==> src/rtl/systolic_pkg.sv <==
// Shared types and defaults for the systolic tile controller and its buffers.
package systolic_pkg;

  localparam int DEF_DATA_W = 8;
  localparam int DEF_ACC_W  = 32;

  typedef enum logic [2:0] {
    IDLE,
    CLEAR,
    STREAM,
    FLUSH,
    DONE
  } sys_ctrl_state_e;

  // Bit offset of lane number `lane` in a bus of `width`-bit lanes.
  function automatic int lane_lsb(input int lane, input int width);
    return lane * width;
  endfunction

  // Lane number holding C(r,c) in the flattened result bus.
  function automatic int c_lane(input int r, input int c, input int cols);
    return r * cols + c;
  endfunction

endpackage

==> src/rtl/systolic_ctrl_if.sv <==
// Controller <-> systolic_array link: operand beats out, accumulated results back.
interface systolic_ctrl_if
  import systolic_pkg::*;
#(
  parameter int ROWS   = 2,
  parameter int COLS   = 2,
  parameter int DATA_W = DEF_DATA_W,
  parameter int ACC_W  = DEF_ACC_W
) ();

  logic                         arr_acc_clr;
  logic                         arr_valid_in;
  logic [ROWS*DATA_W-1:0]       arr_a_bus;
  logic [COLS*DATA_W-1:0]       arr_b_bus;
  logic [ROWS*COLS*ACC_W-1:0]   arr_c_bus;
  logic [ROWS*COLS-1:0]         arr_c_valid;

  modport master (
    output arr_acc_clr,
    output arr_valid_in,
    output arr_a_bus,
    output arr_b_bus,
    input  arr_c_bus,
    input  arr_c_valid
  );

  modport slave (
    input  arr_acc_clr,
    input  arr_valid_in,
    input  arr_a_bus,
    input  arr_b_bus,
    output arr_c_bus,
    output arr_c_valid
  );

endinterface

==> src/rtl/sys_operand_buf.sv <==
// Operand store: one synchronous write port, one combinational read port.
module sys_operand_buf #(
  parameter int WIDTH = 16,
  parameter int DEPTH = 16,
  localparam int AW   = $clog2(DEPTH)
) (
  input  logic             clk,
  input  logic             wr_en,
  input  logic [AW-1:0]    wr_addr,
  input  logic [WIDTH-1:0] wr_data,
  input  logic [AW-1:0]    rd_addr,
  output logic [WIDTH-1:0] rd_data
);

  logic [WIDTH-1:0] mem [DEPTH];

  always_ff @(posedge clk) begin
    if (wr_en) begin
      mem[wr_addr] <= wr_data;
    end
  end

  assign rd_data = mem[rd_addr];

endmodule

==> src/rtl/systolic_ctrl.sv <==
// Tile sequencer: buffers A/B operands, streams them into the systolic array,
// waits for the drain and captures the C results.
module systolic_ctrl
  import systolic_pkg::*;
#(
  parameter int DATA_W    = DEF_DATA_W,
  parameter int ACC_W     = DEF_ACC_W,
  parameter int ROWS      = 2,
  parameter int COLS      = 2,
  parameter int K_MAX     = 16,
  parameter int FLUSH_MAX = 64,
  localparam int KW       = $clog2(K_MAX + 1),
  localparam int AW       = $clog2(K_MAX),
  localparam int FW       = $clog2(FLUSH_MAX + 1)
) (
  input  logic                       clk,
  input  logic                       rst_n,
  input  logic [KW-1:0]              k_len,
  input  logic                       a_wr_en,
  input  logic [AW-1:0]              a_wr_addr,
  input  logic [ROWS*DATA_W-1:0]     a_wr_data,
  input  logic                       b_wr_en,
  input  logic [AW-1:0]              b_wr_addr,
  input  logic [COLS*DATA_W-1:0]     b_wr_data,
  input  logic                       start,
  output logic                       busy,
  output logic                       done,
  output logic                       err,
  output logic [ROWS*COLS*ACC_W-1:0] c_out,
  systolic_ctrl_if.master            arr_if
);

  localparam logic [KW-1:0] K_MAX_V    = KW'(K_MAX);
  localparam logic [FW-1:0] FLUSH_LAST = FW'(FLUSH_MAX - 1);

  sys_ctrl_state_e state_reg, state_next;
  logic [KW-1:0]   k_len_reg;
  logic [KW-1:0]   k_reg, k_next;
  logic [FW-1:0]   flush_reg, flush_next;
  logic            err_reg, err_next;
  logic            capture;

  logic                   a_we, b_we;
  logic [AW-1:0]          rd_addr;
  logic [ROWS*DATA_W-1:0] a_rd;
  logic [COLS*DATA_W-1:0] b_rd;

  // Buffers only accept writes while idle so a run sees a frozen snapshot.
  assign a_we    = a_wr_en && (state_reg == IDLE);
  assign b_we    = b_wr_en && (state_reg == IDLE);
  assign rd_addr = k_reg[AW-1:0];

  sys_operand_buf #(
    .WIDTH (ROWS*DATA_W),
    .DEPTH (K_MAX)
  ) u_abuf (
    .clk     (clk),
    .wr_en   (a_we),
    .wr_addr (a_wr_addr),
    .wr_data (a_wr_data),
    .rd_addr (rd_addr),
    .rd_data (a_rd)
  );

  sys_operand_buf #(
    .WIDTH (COLS*DATA_W),
    .DEPTH (K_MAX)
  ) u_bbuf (
    .clk     (clk),
    .wr_en   (b_we),
    .wr_addr (b_wr_addr),
    .wr_data (b_wr_data),
    .rd_addr (rd_addr),
    .rd_data (b_rd)
  );

  always_ff @(posedge clk or negedge rst_n) begin
    if (!rst_n) begin
      state_reg <= IDLE;
      k_len_reg <= '0;
      k_reg     <= '0;
      flush_reg <= '0;
      err_reg   <= 1'b0;
      c_out     <= '0;
    end else begin
      state_reg <= state_next;
      k_reg     <= k_next;
      flush_reg <= flush_next;
      err_reg   <= err_next;
      if (state_reg == IDLE && start) begin
        k_len_reg <= k_len;
      end
      if (capture) begin
        c_out <= arr_if.arr_c_bus;
      end
    end
  end

  always_comb begin
    state_next          = state_reg;
    k_next              = k_reg;
    flush_next          = flush_reg;
    err_next            = err_reg;
    capture             = 1'b0;
    busy                = (state_reg != IDLE);
    done                = 1'b0;
    err                 = 1'b0;
    arr_if.arr_acc_clr  = 1'b0;
    arr_if.arr_valid_in = 1'b0;
    arr_if.arr_a_bus    = '0;
    arr_if.arr_b_bus    = '0;

    unique case (state_reg)
      IDLE: begin
        if (start) begin
          state_next = CLEAR;
          err_next   = 1'b0;
        end
      end
      CLEAR: begin
        arr_if.arr_acc_clr = 1'b1;
        k_next             = '0;
        if (k_len_reg == '0 || k_len_reg > K_MAX_V) begin
          state_next = DONE;
          err_next   = 1'b1;
        end else begin
          state_next = STREAM;
        end
      end
      STREAM: begin
        arr_if.arr_valid_in = 1'b1;
        arr_if.arr_a_bus    = a_rd;
        arr_if.arr_b_bus    = b_rd;
        k_next              = k_reg + KW'(1);
        if (k_reg == k_len_reg - KW'(1)) begin
          state_next = FLUSH;
          flush_next = '0;
        end
      end
      FLUSH: begin
        flush_next = flush_reg + FW'(1);
        // A result arriving on the final allowed cycle still wins over the timeout.
        if (&arr_if.arr_c_valid) begin
          capture    = 1'b1;
          state_next = DONE;
        end else if (flush_reg == FLUSH_LAST) begin
          state_next = DONE;
          err_next   = 1'b1;
        end
      end
      DONE: begin
        done       = 1'b1;
        err        = err_reg;
        state_next = IDLE;
      end
      default: begin
        state_next = IDLE;
      end
    endcase
  end

endmodule

==> src/flat_wrapper.sv <==
// flat-port wrapper written by rule: the top's interface ports become plain ports
module systolic_ctrl_flat import systolic_pkg::*;
#(
  parameter int DATA_W    = DEF_DATA_W,
  parameter int ACC_W     = DEF_ACC_W,
  parameter int ROWS      = 2,
  parameter int COLS      = 2,
  parameter int K_MAX     = 16,
  parameter int FLUSH_MAX = 64,
  localparam int KW       = $clog2(K_MAX + 1),
  localparam int AW       = $clog2(K_MAX),
  localparam int FW       = $clog2(FLUSH_MAX + 1)
)
  (clk, rst_n, k_len, a_wr_en, a_wr_addr, a_wr_data, b_wr_en, b_wr_addr, b_wr_data, start, busy, done, err, c_out, arr_if_arr_acc_clr, arr_if_arr_valid_in, arr_if_arr_a_bus, arr_if_arr_b_bus, arr_if_arr_c_bus, arr_if_arr_c_valid);
  systolic_ctrl_if #(.ROWS(ROWS), .COLS(COLS), .DATA_W(DATA_W), .ACC_W(ACC_W)) arr_if_i ();
  input  logic clk;
  input  logic rst_n;
  input  logic [KW-1:0] k_len;
  input  logic a_wr_en;
  input  logic [AW-1:0] a_wr_addr;
  input  logic [ROWS*DATA_W-1:0] a_wr_data;
  input  logic b_wr_en;
  input  logic [AW-1:0] b_wr_addr;
  input  logic [COLS*DATA_W-1:0] b_wr_data;
  input  logic start;
  output logic busy;
  output logic done;
  output logic err;
  output logic [ROWS*COLS*ACC_W-1:0] c_out;
  output wire logic [$bits(arr_if_i.arr_acc_clr)-1:0] arr_if_arr_acc_clr;
  output wire logic [$bits(arr_if_i.arr_valid_in)-1:0] arr_if_arr_valid_in;
  output wire logic [$bits(arr_if_i.arr_a_bus)-1:0] arr_if_arr_a_bus;
  output wire logic [$bits(arr_if_i.arr_b_bus)-1:0] arr_if_arr_b_bus;
  input wire logic [$bits(arr_if_i.arr_c_bus)-1:0] arr_if_arr_c_bus;
  input wire logic [$bits(arr_if_i.arr_c_valid)-1:0] arr_if_arr_c_valid;
  assign arr_if_arr_acc_clr = arr_if_i.arr_acc_clr;
  assign arr_if_arr_valid_in = arr_if_i.arr_valid_in;
  assign arr_if_arr_a_bus = arr_if_i.arr_a_bus;
  assign arr_if_arr_b_bus = arr_if_i.arr_b_bus;
  assign arr_if_i.arr_c_bus = arr_if_arr_c_bus;
  assign arr_if_i.arr_c_valid = arr_if_arr_c_valid;
  systolic_ctrl #(.DATA_W(DATA_W), .ACC_W(ACC_W), .ROWS(ROWS), .COLS(COLS), .K_MAX(K_MAX), .FLUSH_MAX(FLUSH_MAX)) u_core (.clk(clk), .rst_n(rst_n), .k_len(k_len), .a_wr_en(a_wr_en), .a_wr_addr(a_wr_addr), .a_wr_data(a_wr_data), .b_wr_en(b_wr_en), .b_wr_addr(b_wr_addr), .b_wr_data(b_wr_data), .start(start), .busy(busy), .done(done), .err(err), .c_out(c_out), .arr_if(arr_if_i));
endmodule
==> config.mk <==
export PLATFORM = sky130hd
export DESIGN_NAME = systolic_ctrl_flat
export DESIGN_NICKNAME = d
export VERILOG_FILES = /design/src/rtl/systolic_pkg.sv /design/src/rtl/systolic_ctrl_if.sv /design/src/rtl/sys_operand_buf.sv /design/src/rtl/systolic_ctrl.sv /design/src/flat_wrapper.sv
export SDC_FILE = /design/constraint.sdc
export NUM_CORES = 1
export LEC_CHECK = 0
export CAP_MARGIN = 30
export CORE_ASPECT_RATIO = 1.1
export CORE_MARGIN = 3
export CORE_UTILIZATION = 63
export DETAILED_ROUTE_END_ITERATION = 10
export DONT_BUFFER_PORTS = 1
export PLACE_DENSITY_LB_ADDON = 0.2
export SYNTH_ARGS = -nofsm -noshare
export SYNTH_HDL_FRONTEND = slang
export SYNTH_SLANG_ARGS = --single-unit
==> constraint.sdc <==
create_clock -name clk -period 4.1 [get_ports clk]
set_input_delay 0.615 -clock clk [delete_from_list [all_inputs] [get_ports clk]]
set_output_delay 0.615 -clock clk [all_outputs]
set_load 0.005 [all_outputs]
==> impl_metrics.yaml <==
status:
  status: "complete, but fails checks"
  violations: "negative hold slack"
floorplanning:
  die_h_um: 219.2
  dieArea_um2: 43800
  start_util_pct: 64.34
  io_pins: 347
  num_rows: 77
  core_um2: 40460
  die_w_um: 199.8
yosys:
  synth_area_leaders: "edfxtp_1 (59%), dfrtp_1 (14%), mux4_2 (8.1%)"
  netlist_instances: 1346
  ys_seq_elements: 661
  syn-num-nets: 1532
  yosysTopAreaCell: "edfxtp_1"
  ys_async_sr_fraction_pct: 22.54
  synth_area_per_cell_um2: 19.34
  yosysWarnings: 0
  yosys.cell_types.count: 57
  ys.flop_type: "edfxtp_1"
  synth_edf_count: 512
  yosysTopAreaCellShare_pct: 59.05
  syn-cell-area_um2: 26030
  yosysSeqAreaShare_pct: 73.38
timing:
  tightest_slew_ns: 0.8505
  setup_viol: 0
  maxSlewHeadroom_pct: 43.12
  hold_viol_final: 22
  final.setup_skew_ns: 0.01746
  period_needed_ns: 3.631
  finalWorstSetupSlack_ns: 0.4691
  maxSlewViolCount: 0
  rsz0062_at_grt: "no"
  fin_crit_sh_pct: 88.56
  fin_hold_ws_ns: -0.01864
  timing.fmax_mhz: 275.4
  tns_ns: 0
clocking:
  path_clk_slew_ns: 0.06
  cts_tree: "done"
  cts-root-buf: "clkbuf_16"
  postCtsHoldBufs: 1
  cts_buffer_depth: 3
  cts.sinks: 661
  htreeDepth: 2
  cts_made_buffers: 61
  cts-resized-gates: 0
  clock_latency_ns: 0.62
  cts_setup_buffers: 0
flow_run:
  cap_violations: 0
grt:
  grt_use_total_pct: 26.56
  grt_max_degree: 150
  overflow: 0
  grt_pass1_wl_mm: 84.81
  grt_pass1_vias: 13230
  antenna_found_initial: 6
setup_path:
  r2r-end: "u_core.u_bbuf.mem[9][15]"
  end_kind: "output pin"
  start_kind: "flip-flop"
  crit_type: "flip-flop to output pin"
  r2r_slack_ns: 1.16
  path_max_fanout: 52
  rr_startpoint: "u_core.state_reg[1]"
  endpoint: "arr_if_arr_a_bus[2]"
  crit_arrival_ns: 3.02
  cp.required_ns: 3.48
  reg2reg_depth: 5
  crit_path_start: "u_core.k_reg[0]"
layout:
  nNetsFinal: 1571
  area_growth_pct: 11.13
  drive_gt1_share_pct: 29.62
  fill_cells: 2424
  reg.largest.list: "u_core.u_abuf.mem x256, u_core.u_bbuf.mem x256, u_core.c_out x128"
  finalNonFillerCells: 1953
drt:
  drt-initial-drc-count: 1242
  via_per_inst: 6.577
  vias: 12850
  wl_mm: 58.08
  drc: 0
  postRouteAntennaNets: 0
  wire_per_inst_um: 29.74
  drtPass1Iterations: 5
place:
  place_ws_ns: 1.105
  hpwl_mm: 36.12
  place.port_buffers: 0
  finalWeightedCongestion: 0.8502
  dp.cells: 1833
pwr:
  power_density_nw_per_um2: 636.3
  p_leak_nw: 9.983
  vdd_drop_max_v: 0.0004937
worst_hold_path:
  hp-class: "input pin to async pin"
==> how the worst min path moves through the flow <==
| stage | start | endpoint | depth (start not counted) |
|---|---|---|---|
| finish | rst_n | u_core.c_out[104] | 1 |
| global placement | rst_n | u_core.c_out[7] | 0 |
| detailed placement | rst_n | u_core.c_out[109] | 0 |
| global route | rst_n | u_core.c_out[96] | 1 |
| CTS | rst_n | u_core.k_len_reg[1] | 1 |
| floorplan | rst_n | u_core.c_out[0] | 0 |
==> placed cells by master, fill, tap and decap left out, types with 16 or more instances in the layout <==
| cell type | n |
|---|---|
| nand2b_1 | 16 |
| mux2i_1 | 77 |
| dfrtp_1 | 146 |
| edfxtp_1 | 512 |
| mux2_2 | 153 |
| buf_4 | 44 |
| nor2_1 | 19 |
| mux4_2 | 94 |
| clkbuf_16 | 65 |
| nand2_1 | 28 |
| o211ai_1 | 18 |
| a211oi_1 | 22 |
| o22ai_1 | 16 |
==> per-layer routing <==
metal	GRT usage [%]	vias to the layer above	share of wire [%]
met5	0	-	0.069
met3	8.061	115	9.6
li1	-	5476	-
met4	9.074	6	2.9
met1	34.94	6665	38
met2	42.90	583	49
==> worst max-delay path, cell delays in order, from the launching register on <==
cell	delay [ns]
dfrtp_4	0.94
buf_12	0.35
mux4_2	0.54
mux2i_1	0.18
o32ai_1	0.12
buf_4	0.20
==> synthesized netlist by cell type (2+ instances only) <==
| cell | count |
|---|---|
| a211oi_1 | 22 |
| a21boi_0 | 7 |
| a21o_1 | 2 |
| a21oi_1 | 12 |
| a221oi_1 | 2 |
| a22o_1 | 2 |
| a31oi_1 | 2 |
| a32o_1 | 7 |
| a32oi_1 | 2 |
| and2_1 | 4 |
| and3_1 | 3 |
| and3b_1 | 2 |
| buf_2 | 32 |
| buf_4 | 13 |
| buf_6 | 14 |
| clkbuf_1 | 15 |
| dfrtp_1 | 149 |
| edfxtp_1 | 512 |
| ha_1 | 4 |
| inv_1 | 6 |
| mux2_2 | 153 |
| mux2i_1 | 77 |
| mux4_2 | 94 |
| nand2_1 | 28 |
| nand2b_1 | 16 |
| nand3_1 | 7 |
| nand3b_1 | 2 |
| nand4_1 | 5 |
| nand4b_1 | 4 |
| nor2_1 | 30 |
| nor2b_1 | 11 |
| nor3_1 | 14 |
| o211ai_1 | 18 |
| o21a_1 | 7 |
| o21ai_0 | 9 |
| o22ai_1 | 16 |
| o2bb2ai_1 | 8 |
| o32ai_1 | 7 |
| or3_1 | 3 |
| xnor2_1 | 7 |
| xor2_1 | 2 |
==> report_power, final <==
part           switching (W)  internal (W)  leakage (nW)
Clock                0.00239       0.00365          1.07
Combinational        0.00181       0.00181          2.34
Sequential          0.000881       0.00787          6.58
Total                0.00508        0.0133          9.98
==> cells by family (layout without fill, tap and decap cells) <==
kind of cell	count (synthesis)	after routing	share of synthesized area (%)
other	0	2	0
muxes	324	324	17.71
and+or+nand+nor	138	138	2.874
adders and majority gates	4	4	0.1922
AOI/OAI and AO/OA	127	127	3.576
xor gates and xnor gates	9	9	0.3028
DFF	661	661	73.38
buffers and inverters	83	175	1.970
==> through the flow <==
stage               power [W]  instance area, um^2  util (%)
floorplan             0.01140                26040         -
global placement      0.01241                26720     66.02
detailed placement    0.01251                26720     66.02
CTS                   0.01858                28920     71.48
global route          0.01916                28930     71.50
finish                0.01841                28930     71.50
==> layout make-up <==
| type | count | area [um^2] | share of cell area, % |
|---|---|---|---|
| Sequential cell | 661 | 19110 | 66.07 |
| Multi-Input combinational cell | 602 | 6491 | 22.44 |
| Tap cell | 513 | 641.9 | 2.218 |
| Timing Repair Buffer | 51 | 462.9 | 1.600 |
| Antenna cell | 2 | 5.005 | 0.01730 |
| Clock buffer | 80 | 1727 | 5.968 |
| Clock inverter | 36 | 452.9 | 1.565 |
| Inverter | 8 | 37.54 | 0.1297 |
Power figures use the tool's default switching activity.
